[config.mk]
export PLATFORM = sky130hd
export DESIGN_NAME = fetch_queue
export DESIGN_NICKNAME = d
export VERILOG_FILES = /design/src/rtl/fetch_pkg.sv /design/src/rtl/fq_fifo.sv /design/src/rtl/fetch_queue.sv
export SDC_FILE = /design/constraint.sdc
export NUM_CORES = 1
export LEC_CHECK = 0
export ABC_AREA = 1
export CAP_MARGIN = 20
export CORE_ASPECT_RATIO = 1.1
export CORE_MARGIN = 2
export CORE_UTILIZATION = 54
export CTS_CLUSTER_SIZE = 30
export DETAILED_ROUTE_END_ITERATION = 7
export PLACE_DENSITY = 0.78
export SYNTH_ARGS = -nofsm -noshare
export SYNTH_HDL_FRONTEND = slang
export SYNTH_SLANG_ARGS = --single-unit
export TNS_END_PERCENT = 1
[constraint.sdc]
create_clock -name clk -period 6.35 [get_ports clk]
set_clock_uncertainty 0.15 [all_clocks]
set_input_delay 0.635 -clock clk [delete_from_list [all_inputs] [get_ports clk]]
set_output_delay 0.635 -clock clk [all_outputs]
set_load 0.005 [all_outputs]
[src/rtl/fetch_pkg.sv]
`default_nettype none
// ============================================================================
// Module      : fetch_pkg
// Description : Shared types and constants for the instruction-fetch queue.
//               fq_entry_t is one buffered {pc, instr} pair at the default
//               9-bit PC / 32-bit instruction widths.
// Revision    : 1.0 - initial release
// ============================================================================
package fetch_pkg;

  localparam int FQ_PC_W  = 9;
  localparam int FQ_INS_W = 32;

  typedef struct packed {
    logic [FQ_PC_W-1:0]  pc;
    logic [FQ_INS_W-1:0] instr;
  } fq_entry_t;

  // Byte distance between consecutive instruction words.
  localparam int FETCH_STRIDE = 4;

  // Value presented to decode when nothing is buffered (same as a flush).
  localparam logic [FQ_INS_W-1:0] NOP_INSTR = '0;

endpackage
`default_nettype wire

[src/rtl/fq_fifo.sv]
`default_nettype none
// ============================================================================
// Module      : fq_fifo
// Description : Synchronous FIFO for fetched {pc, instr} entries.
//               Read data is combinational from the head slot.
//               clear and reset both empty the FIFO in one cycle.
// Ports       : clk, reset      - clock, synchronous active-high reset
//               clear           - synchronous flush (pointers and count to 0)
//               push, wdata     - enqueue at tail (ignored when full w/o pop)
//               pop             - dequeue head (ignored when empty)
//               rdata           - head entry
//               count           - entries currently held
// Revision    : 1.0 - initial release
// ============================================================================
import fetch_pkg::*;

module fq_fifo #(
  parameter int  DEPTH   = 4,
  parameter type entry_t = fq_entry_t,
  parameter int  CNT_W   = $clog2(DEPTH + 1)
) (
  input  logic             clk,
  input  logic             reset,
  input  logic             clear,
  input  logic             push,
  input  entry_t           wdata,
  input  logic             pop,
  output entry_t           rdata,
  output logic [CNT_W-1:0] count
);

  localparam int PTR_W = $clog2(DEPTH);

  entry_t           mem [DEPTH];
  logic [PTR_W-1:0] wr_ptr;
  logic [PTR_W-1:0] rd_ptr;
  logic             empty;
  logic             full;
  logic             do_push;
  logic             do_pop;

  always_comb begin
    empty   = (count == '0);
    full    = (count == CNT_W'(DEPTH));
    // A push into a full FIFO is legal only when the head leaves in the same
    // cycle; the write then lands in the slot being vacated.
    do_push = push && (!full || pop);
    do_pop  = pop && !empty;
    rdata   = mem[rd_ptr];
  end

  // Pointers are log2(DEPTH) bits and wrap on their own; count is kept
  // separately so full and empty are unambiguous.
  always_ff @(posedge clk) begin
    if (reset || clear) begin
      wr_ptr <= '0;
      rd_ptr <= '0;
      count  <= '0;
    end else begin
      if (do_push) wr_ptr <= wr_ptr + PTR_W'(1);
      if (do_pop)  rd_ptr <= rd_ptr + PTR_W'(1);
      case ({do_push, do_pop})
        2'b10:   count <= count + CNT_W'(1);
        2'b01:   count <= count - CNT_W'(1);
        default: count <= count;
      endcase
    end
  end

  // Storage is not reset; entries are only visible through count.
  always_ff @(posedge clk) begin
    if (do_push && !clear && !reset) mem[wr_ptr] <= wdata;
  end

endmodule
`default_nettype wire

[src/rtl/fetch_queue.sv]
`default_nettype none
// ============================================================================
// Module      : fetch_queue
// Description : Instruction-fetch front end with a DEPTH-entry prefetch
//               buffer. Owns the fetch PC, issues one read per cycle to a
//               1-cycle-latency synchronous instruction memory, buffers the
//               returned {pc, instr} pairs and flushes on redirect.
// Ports       : clk, reset               - clock, synchronous active-high reset
//               redirect, redirect_pc    - flush and restart fetch at new PC
//               imem_req, imem_addr      - read request to instruction memory
//               imem_rdata               - data for last cycle's request
//               deq_valid/pc/instr       - head of queue towards decode
//               deq_ready                - decode accepts the head
//               count                    - entries currently buffered
// Revision    : 1.0 - initial release
// ============================================================================
import fetch_pkg::*;

module fetch_queue #(
  parameter  int PC_W  = 9,
  parameter  int INS_W = 32,
  parameter  int DEPTH = 4,
  localparam int CNT_W = $clog2(DEPTH + 1)
) (
  input  logic             clk,
  input  logic             reset,
  input  logic             redirect,
  input  logic [PC_W-1:0]  redirect_pc,
  output logic             imem_req,
  output logic [PC_W-1:0]  imem_addr,
  input  logic [INS_W-1:0] imem_rdata,
  output logic             deq_valid,
  output logic [PC_W-1:0]  deq_pc,
  output logic [INS_W-1:0] deq_instr,
  input  logic             deq_ready,
  output logic [CNT_W-1:0] count
);

  typedef struct packed {
    logic [PC_W-1:0]  pc;
    logic [INS_W-1:0] instr;
  } entry_t;

  logic [PC_W-1:0] fetch_pc;
  logic [PC_W-1:0] inflight_pc;
  logic            inflight;

  logic [PC_W-1:0] issue_addr;
  logic            issue;
  logic [CNT_W:0]  committed;
  logic            push;
  logic            pop;
  entry_t          wr_entry;
  entry_t          head;

  // The low address bits of a redirect target are ignored.
  logic            unused_redirect_lsbs;
  assign unused_redirect_lsbs = ^redirect_pc[1:0];

  always_comb begin
    // Every issued read already owns a slot: buffered entries plus the one
    // in flight must stay below DEPTH. A dequeue this cycle is not credited,
    // which keeps the issue decision independent of deq_ready.
    committed  = {1'b0, count} + (CNT_W + 1)'(inflight);
    issue_addr = redirect ? {redirect_pc[PC_W-1:2], 2'b00} : fetch_pc;
    issue      = !reset && (redirect || (committed < (CNT_W + 1)'(DEPTH)));

    // A response arriving with a redirect belongs to the wrong path.
    push           = inflight && !redirect && !reset;
    wr_entry.pc    = inflight_pc;
    wr_entry.instr = imem_rdata;

    deq_valid = (count != '0);
    pop       = deq_valid && deq_ready && !redirect;
    deq_pc    = deq_valid ? head.pc    : '0;
    deq_instr = deq_valid ? head.instr : INS_W'(NOP_INSTR);

    imem_req  = issue;
    imem_addr = issue_addr;
  end

  always_ff @(posedge clk) begin
    if (reset) begin
      fetch_pc    <= '0;
      inflight_pc <= '0;
      inflight    <= 1'b0;
    end else begin
      inflight <= issue;
      if (issue) begin
        fetch_pc    <= issue_addr + PC_W'(FETCH_STRIDE);
        inflight_pc <= issue_addr;
      end
    end
  end

  fq_fifo #(
    .DEPTH   (DEPTH),
    .entry_t (entry_t),
    .CNT_W   (CNT_W)
  ) u_fifo (
    .clk   (clk),
    .reset (reset),
    .clear (redirect),
    .push  (push),
    .wdata (wr_entry),
    .pop   (pop),
    .rdata (head),
    .count (count)
  );

endmodule
`default_nettype wire
==> run metrics, run 1 <==
asr flop ratio synth 0%; GRT overflow 0; H-tree levels 4; count leader, synth nor2_1; Setup-failing EPs final 0; top_reg_cell synth edfxtp_1; drt total wl approximately 16,000 µm; crit path cell chain buf_4, inv_2, buf_12, o21ai_0, a21oi_1, clkdlybuf4s50_1; P_sw ~480 µW; Synth top cells by count 179 x nor2_1, 164 x edfxtp_1, 86 x o21ai_0; Overall Global Routing Usage between 20 and 25%; Leakage Power roughly 3.2 nW; via-per-instance ratio 5.33; worst skew pair latency approximately 420 ps; Die Wd roughly 120 µm; vias in the first global route about 5,100; global-route wire length before repair around 25,000 µm; sequential area share after synthesis just over 70%; CTS tree done; Port Buffer Count 97; worst min-delay path category reg -> reg; largest net degree at the start of global routing 84; initial antenna violation count 0; setup TNS 0 ps; drt pass-1 iters 5; largest cells by area after synthesis edfxtp_1 65%, nor2_1 8.8%, dfxtp_1 6.8%, o21ai_0 5.7%, a21oi_1 3.2%; delay-heaviest family, CP buffers and inverters; clock slew at reported path FFs 60 ps; Post-synth EDFFs ~160; syn_area_per_cell approximately 11 µm²; final std cells w/o fill approximately 970; root buffer cell clkbuf_16; worst r2r src u_fifo.count[0]$_SDFFE_PP0P_; cts repair resizes 0; gpl congestion roughly 0.86; worst-path fanout max slightly above 80; Arrival @ worst endpoint 2990 ps; wire length per cell 16.2 µm; Net Count, Synth 725; CTS sink count between 150 and 200; Critical Path End Type output port; CP Data Required Time 5560 ps; max incr delay on CP just under 700 ps; num ports 100; Cell Area, Synth between 7000 and 8000 µm²; post-layout min period 3770 ps; Worst setup endpoint deq_instr[21]; layout cell share with drive strength beyond 1 6.18%; Post-CTS Hold Buffers 0; WS Path Type reg -> out; reg2reg end u_fifo.mem[0][5]$_DFFE_PP_; cell internal pwr between 1.5 and 2 mW; Fmax achieved 0.265 GHz; critical path depth 6; cts bufs inserted 17; Critical path buffers and inverters 4; register share of total power a little under three fifths; Die Ht around 130 µm; placed cell areas between 8000 and 9000 µm²; max-slew violation count 0; startpoint class of the critical path register; Layout Nets around 820; top cell type's share of synthesized area about two thirds; Hold Fails Final Rpt 0; Combinational Power Share about 5%; status complete, no violations; HPWL after DPL about 9000 µm; power density over cell area ~260 nW/µm²; post-synthesis cell count 673; clock share of power 38.3%; die area roughly 15,000 µm²; Synth Warn # 0; P&R area growth vs syn 21.9%; Slowest cell on crit path buf_4; Distinct cells, synth 23; Worst Hold Depth 2; final instance area between 9000 and 10,000 µm²; Starting Density between 50% and 60%; Worst R2R Setup Slack just under 4000 ps; First DRT Iteration DRCs about 370; Slew headroom 34.1%; unrepaired setup endpoints after global routing false; remaining antenna violation count 0; Inst Count DP just over 900; # diodes 0; actual slew at the worst max-slew pin ~990 ps; Core Area roughly 14,000 µm²; MaxCap Viol Count 0; cell taking the most area after synthesis edfxtp_1; post-CTS setup buffer count 0; # DRC 0; Sw Ratio 19.5%; vias around 5,100; Max Root-Sink Buffers 2; period utilization roughly 59%; Max IR drop VDD approximately 0.19 mV; row count 45; Reg2Reg Depth 5; register bit total from synthesis between 150 and 200
[worst register-to-register path, stage by stage, from the launching register on]
cell	delay (ps)
dfxtp_1	390
inv_1	130
nand4_2	120
nand3_2	250
nor2_4	700
buf_4	430
[per-layer routing]
layer	track usage (%)	routed length, µm	share of wire, %	vias up
met2	36.5	7770	50	186
met1	26.8	6510	42	2446
met3	6.55	1090	7.0	18
met4	8.10	223	1.4	0
li1	-	-	-	2495
met5	0	0	0	-
[cells in the final DEF (no fill, tap or decap)]
master / n
nor2_2: 2
buf_4: 7
inv_2: 3
dfxtp_1: 24
buf_12: 1
nand3_2: 2
o21bai_1: 1
o21ai_1: 11
nand2_2: 3
dfxtp_2: 2
clkinv_4: 1
a21oi_1: 48
fa_1: 1
o21ai_0: 86
nor3_1: 2
nand2_1: 59
nand4_2: 1
nand3_1: 12
nor2_4: 4
clkbuf_16: 17
bufinv_16: 1
nand4_1: 1
clkbuf_1: 6
ha_1: 6
clkinv_1: 3
nor2_1: 175
inv_1: 33
edfxtp_1: 164
clkinv_2: 4
clkdlybuf4s50_1: 97
[logic make-up (layout without fill, tap and decap cells)]
family	count (synthesis)	in the layout	share of synthesized area (%)
and+or+nand+nor	261	261	13.6
buffers and inverters	69	173	3.95
DFF	190	190	71.6
adders and majority gates	7	7	1.25
AOI/OAI and AO/OA	146	146	9.64
[stage by stage]
step / hold slack [ps] / power, mW / utilization (%) / worst slack, ps
after global routing: 329 / 2.52 / 67.2 / 2410
final: 310 / 2.44 / 67.2 / 2580
after detailed placement: 297 / 1.53 / 63.5 / 2480
after CTS: 309 / 2.46 / 67.2 / 2580
after floorplan: 276 / 1.46 / - / 2870
after global placement: 286 / 1.53 / 63.3 / 2590
[power by group through the flow]
stage | Clock [mW] | Sequential, mW | Combinational, mW
2_1_floorplan | 0 | 1.41 | 0.0517
3_3_place_gp | 0 | 1.41 | 0.120
3_5_place_dp | 0 | 1.41 | 0.125
4_1_cts | 0.954 | 1.38 | 0.126
5_1_grt | 1.00 | 1.38 | 0.140
6_report | 0.936 | 1.38 | 0.125
[final cells by class]
| class | instances | area, µm² |
|---|---|---|
| sequential | 190 | 5450 |
| clock inverter | 9 | 70.1 |
| multi-input combinational | 414 | 1890 |
| tap | 188 | 235 |
| fill | 992 | 4520 |
| timing repair buffer | 105 | 1040 |
| inverter | 36 | 135 |
| clock buffer | 23 | 448 |
[sequential cells by signal (all words and copies together), names as in the netlist, named ones only]
name,cells
u_fifo.mem,164
inflight_pc,7
u_fifo.rd_ptr,2
fetch_pc,9
inflight,1
u_fifo.wr_ptr,2
u_fifo.count,3
[worst min path at each step]
stage | from | end | slack (ps)
global placement | fetch_pc[3]$_SDFFE_PP0P_ | fetch_pc[3]$_SDFFE_PP0P_ | 290
CTS | fetch_pc[7]$_SDFFE_PP0P_ | fetch_pc[7]$_SDFFE_PP0P_ | 310
global route | fetch_pc[7]$_SDFFE_PP0P_ | fetch_pc[7]$_SDFFE_PP0P_ | 330
detailed placement | fetch_pc[7]$_SDFFE_PP0P_ | fetch_pc[7]$_SDFFE_PP0P_ | 300
finish | fetch_pc[7]$_SDFFE_PP0P_ | fetch_pc[7]$_SDFFE_PP0P_ | 310
floorplan | fetch_pc[3]$_SDFFE_PP0P_ | fetch_pc[3]$_SDFFE_PP0P_ | 280
Power figures use the tool's default switching activity.
==> inputs of run 2 (changes only) <==
==> constraint.sdc (replaced) <==
create_clock -name clk -period 3.6 [get_ports clk]
set_clock_uncertainty 0.15 [all_clocks]
set_input_delay 0.36 -clock clk [delete_from_list [all_inputs] [get_ports clk]]
set_output_delay 0.36 -clock clk [all_outputs]
set_load 0.005 [all_outputs]
==> run metrics, run 2 (synthesis gave the netlist of run 1 again) <==
status complete, no violations; wire length per cell roughly 17 µm; worst-path fanout max 82; gpl congestion around 0.83; placed cell areas between 8000 and 9000 µm²; Slowest cell on crit path buf_4; vias 5,299; clock slew at reported path FFs 60 ps; CP dominant cell by count nor2_1; Finished Core Util 68.2%; largest net degree at the start of global routing a little over 80; final instance area roughly 9400 µm²; Max Root-Sink Buffers 2; CTS tree done; period utilization slightly below 90%; crit path cell chain buf_4, nor2_1, nor2_1, o21ai_0, a21oi_1, clkdlybuf4s50_1; max incr delay on CP between 600 and 700 ps; Die Wd ~120 µm; post-CTS setup buffer count 0; Critical Path End Type output port; cts repair resizes 0; final std cells w/o fill 972; Core Area roughly 14,000 µm²; Max IR drop VDD slightly above 0.3 mV; actual slew at the worst max-slew pin around 880 ps; Inst Count DP 942; WS Path Type reg -> out; worst min-delay path category reg -> reg; Worst Hold Depth 2; remaining antenna violation count 0; drt pass-1 iters 5; Critical path buffers and inverters 2; Layout Nets 825; max-slew violation count 0; H-tree levels 4; Fmax achieved 0.319 GHz; HPWL after DPL ~9700 µm; post-layout min period 3140 ps; reg2reg end u_fifo.count[2]$_SDFFE_PP0P_; P&R area growth vs syn 23.6%; Reg2Reg Depth 10; vias in the first global route 5,179; GRT overflow 0; cts bufs inserted 17; min-delay src fetch_pc[3]$_SDFFE_PP0P_; MaxCap Viol Count 0; initial antenna violation count 0; row count 45; via-per-instance ratio between 5 and 6; root buffer cell clkbuf_16; power density over cell area 451 nW/µm²; Die Ht 128 µm; drt total wl 16,100 µm; Hold Fails Final Rpt 0; setup TNS 0 ps; Post-CTS Hold Buffers 0; worst skew pair latency approximately 430 ps; Leakage Power ~3.3 nW; Slew headroom roughly two fifths; biggest regs u_fifo.mem (164), fetch_pc (9), inflight_pc (7); # diodes 0; layout cell share with drive strength beyond 1 7.40%; max reg flops 164; most frequent cells in the layout 175 x nor2_1, 164 x edfxtp_1, 97 x clkdlybuf4s50_1; Port Buffer Count between 90 and 100; CP Data Required Time roughly 3100 ps; CTS sink count 190; hold worst-path end fetch_pc[3]$_SDFFE_PP0P_; Arrival @ worst endpoint around 2600 ps; First DRT Iteration DRCs 574; Setup-failing EPs final 0; # DRC 0; unrepaired setup endpoints after global routing false; worst r2r src u_fifo.count[0]$_SDFFE_PP0P_; Overall Global Routing Usage approximately 22%; num ports 100; Starting Density a little under three fifths; delay-heaviest family, CP buffers and inverters; startpoint class of the critical path register; most flop-heavy register u_fifo.mem; Worst R2R Setup Slack 1360 ps; commonest non-fill, non-tap cell in the layout nor2_1; die area about 15,000 µm²; global-route wire length before repair approximately 25,000 µm
[run 2: cell count changes in the layout (fill, tap and decap cells not counted), sizes merged]
cell      delta
buf          +9
bufinv       -1
clkbuf       -5
clkinv       +3
clkinvlp     +1
[run 2: layout make-up]
| type | instances | area, µm² |
|---|---|---|
| multi-input combinational | 414 | 1890 |
| timing repair buffer | 114 | 1210 |
| tap | 188 | 235 |
| inverter | 36 | 135 |
| clock buffer | 18 | 429 |
| sequential | 190 | 5450 |
| clock inverter | 12 | 56.3 |
| fill | 942 | 4390 |
[run 2: metal layers]
metal / share of wire (%) / vias to the layer above / track usage (%)
met5: 0 / - / 0
met4: 1.7 / 0 / 10.0
met2: 50 / 243 / 36.0
li1: - / 2513 / -
met1: 40 / 2516 / 27.9
met3: 7.9 / 27 / 5.23
[run 2: worst register-to-register path, cell delays in order, from the launching register on]
cell and delay, ps:
dfxtp_1 340, inv_1 150, nand4_2 130, nand3_2 250, ha_1 210, inv_1 70
fa_1 380, o21ai_0 180, a21oi_1 70, o21ai_0 150, a21oi_1 50
[run 2: worst max path at each step]
stage	start	to	slack (ps)	cells after the start
2_1_floorplan	redirect	u_fifo.mem[0][0]$_DFFE_PP_	400	3
3_3_place_gp	u_fifo.count[0]$_SDFFE_PP0P_	deq_instr[29]	750	6
3_5_place_dp	redirect	u_fifo.count[2]$_SDFFE_PP0P_	790	12
4_1_cts	register	deq_pc[4]	460	6
5_1_grt	register	deq_pc[4]	320	6
6_report	register	deq_pc[4]	460	6
[run 2: per-stage QoR]
| stage | worst slack, ps | hold WS (ps) | power (mW) |
|---|---|---|---|
| final | 461 | 301 | 4.24 |
| after detailed placement | 791 | 293 | 2.71 |
| after CTS | 456 | 305 | 4.26 |
| after global routing | 324 | 315 | 4.36 |
| after global placement | 753 | 286 | 2.70 |
| after floorplan | 400 | 276 | 2.57 |
[run 2: report_power, final]
| group | switching (mW) | internal, mW |
|---|---|---|
| clock | 0.721 | 0.851 |
| combinational | 0.118 | 0.116 |
| sequential | 0.0152 | 2.42 |
==> inputs of run 3 (changes only) <==
--- a/config.mk
+++ b/config.mk
@@ -5,14 +5,16 @@
 export SDC_FILE = /design/constraint.sdc
 export NUM_CORES = 1
 export LEC_CHECK = 0
-export ABC_AREA = 1
 export CAP_MARGIN = 20
+export CELL_PAD_IN_SITES_DETAIL_PLACEMENT = 2
+export CELL_PAD_IN_SITES_GLOBAL_PLACEMENT = 2
 export CORE_ASPECT_RATIO = 1.1
 export CORE_MARGIN = 2
-export CORE_UTILIZATION = 54
+export CORE_UTILIZATION = 42
+export CTS_BUF_LIST = sky130_fd_sc_hd__clkbuf_8
 export CTS_CLUSTER_SIZE = 30
 export DETAILED_ROUTE_END_ITERATION = 7
-export PLACE_DENSITY = 0.78
+export PLACE_DENSITY_LB_ADDON = 0.1
 export SYNTH_ARGS = -nofsm -noshare
 export SYNTH_HDL_FRONTEND = slang
 export SYNTH_SLANG_ARGS = --single-unit
==> run metrics, run 3 <==
# diodes 0; cell taking the most area after synthesis edfxtp_1; HPWL after DPL approximately 11,000 µm; count leader, synth edfxtp_1; dpl ws between 400 and 500 ps; Post-synth EDFFs 164; commonest non-fill, non-tap cell in the layout edfxtp_1; cts repair resizes 0; clock slew at reported path FFs approximately 90 ps; sequential area share after synthesis 72.8%; power density over cell area around 450 nW/µm²; Leakage Power between 2 and 3 nW; syn_area_per_cell 18.1 µm²; asr flop ratio synth 0%; biggest regs u_fifo.mem (164), fetch_pc (9), inflight_pc (7); CTS tree done; top cell type's share of synthesized area 65.8%; status complete, no violations; worst min-delay path category reg -> reg; most flop-heavy register u_fifo.mem; Die Ht roughly 140 µm; Arrival @ worst endpoint 2590 ps; worst r2r src u_fifo.count[0]$_SDFFE_PP0P_; row count between 50 and 60; GRT overflow 0; Fmax achieved roughly 0.32 GHz; period utilization between 80% and 90%; P&R area growth vs syn 22.7%; top_reg_cell synth edfxtp_1; max reg flops around 160; most frequent cells in the layout 164 x edfxtp_1, 97 x clkdlybuf4s50_1, 44 x and2_1; Core Area between 15,000 and 20,000 µm²; cell internal pwr 3.27 mW; unrepaired setup endpoints after global routing false; die area around 19,000 µm²; Setup-failing EPs final 0; setup slack after layout between 500 and 600 ps; Max IR drop VDD between 0.15 and 0.2 mV; drt total wl ~17,000 µm; Finished Core Util 52.1%; Max Root-Sink Buffers 2; setup TNS 0 ps; Hold Fails Final Rpt 0; largest net degree at the start of global routing 45; startpoint class of the critical path register; CTS sink count 190; gpl congestion about 0.8; register bit total from synthesis between 150 and 200; Die Wd 131 µm; H-tree levels 4; num ports 100; # DRC 0; CP Data Required Time a little over 3000 ps; Slew headroom between 40% and 50%; Combinational Power Share 5.0%; initial antenna violation count 0; MaxCap Viol Count 0; Synth top cells by count 164 x edfxtp_1, 48 x and2_1, 41 x mux4_2; Cell Area, Synth ~7500 µm²; root buffer cell clkbuf_8; drt pass-1 iters 4; Critical Path End Type output port; Sw Ratio 20.3%; via-per-instance ratio 5.16; clock share of power 35.7%; Net Count, Synth approximately 470; P_sw between 800 and 900 µW; register share of total power 59.3%; vias roughly 4,000; Worst R2R Setup Slack approximately 800 ps; Synth Warn # 0; min-delay src fetch_pc[3]$_SDFFE_PP0P_; actual slew at the worst max-slew pin roughly 860 ps; worst skew pair latency 460 ps; remaining antenna violation count 0; Post-CTS Hold Buffers 0; Port Buffer Count just under 100; global-route wire length before repair 26,300 µm; WS Path Type reg -> out; Distinct cells, synth 39; First DRT Iteration DRCs 220; cts bufs inserted 17; Starting Density between 40 and 50%; wire length per cell around 22 µm; post-CTS setup buffer count 0; post-layout min period approximately 3100 ps; vias in the first global route 4,566; Overall Global Routing Usage about a fifth; Layout Nets 572; largest cells by area after synthesis edfxtp_1 66%, mux4_2 12%, dfxtp_1 7.0%, and2_1 4.0%, ha_1 1.0%; worst-path fanout max 21; max-slew violation count 0; layout cell share with drive strength beyond 1 17.4%; post-synthesis cell count just over 400
[run 3: cell count changes after synthesis, moves of 11 or more]
cell / change
a21oi_1: -43
and2_1: +48
buf_2: -13
inv_1: -19
mux4_2: +41
nand2_1: -49
nor2_1: -159
o21ai_0: -83
o21ai_1: -11
[run 3: worst paths after layout]
path / cells past startpoint / to
max: 4 / deq_instr[22]
min: 2 / fetch_pc[3]$_SDFFE_PP0P_
max reg2reg: 10 / u_fifo.count[2]$_SDFFE_PP0P_
min reg2reg: 2 / fetch_pc[3]$_SDFFE_PP0P_
[run 3: per-stage QoR]
step | power [mW] | area [µm²] | std cells | hold WS (ps)
2_1_floorplan | 2.56 | 7480 | 414 | 281
3_3_place_gp | 2.68 | 8760 | 739 | 289
3_5_place_dp | 2.69 | 8760 | 739 | 297
4_1_cts | 4.16 | 9180 | 771 | 310
5_1_grt | 4.27 | 9180 | 771 | 340
6_report | 4.11 | 9180 | 771 | 312
[run 3: area by class of cell]
class | count | area (µm²)
Timing Repair Buffer | 110 | 1080
Sequential cell | 190 | 5450
Inverter | 14 | 52.6
Clock inverter | 15 | 183
Fill cell | 1609 | 8430
Clock buffer | 17 | 234
Multi-Input combinational cell | 187 | 1880
Tap cell | 238 | 298
[run 3: power groups by stage]
stage	registers, mW	clock network [mW]	logic (mW)
3_5_place_dp	2.49	0	0.207
2_1_floorplan	2.48	0	0.0846
3_3_place_gp	2.48	0	0.197
5_1_grt	2.44	1.60	0.225
6_report	2.44	1.47	0.205
4_1_cts	2.44	1.51	0.209
[run 3: cell families after synthesis]
| kind of cell | count (synthesis) | synth area share [%] |
|---|---|---|
| AOI/OAI and AO/OA | 20 | 1.91 |
| xor gates and xnor gates | 7 | 0.819 |
| adders and majority gates | 7 | 1.27 |
| buffers and inverters | 37 | 2.16 |
| DFF | 190 | 72.8 |
| muxes | 48 | 13.3 |
| and+or+nand+nor | 105 | 7.76 |
[run 3: routing by layer]
layer  share of wire [%]  vias up  global-route usage [%]  wire, µm
met5                   0        -                       0         0
met1                  42     2080                    22.8      7040
met3                 3.7       14                    4.49       616
met4                0.95        0                    5.09       158
met2                  53       88                    33.9      8800
li1                    -     1800                       -         -
[run 3: worst max-delay path, cell delays in order (launching register included)]
cell and delay (ps):
dfxtp_4 640, buf_4 320, mux4_2 510, and2_1 170, clkdlybuf4s50_1 460
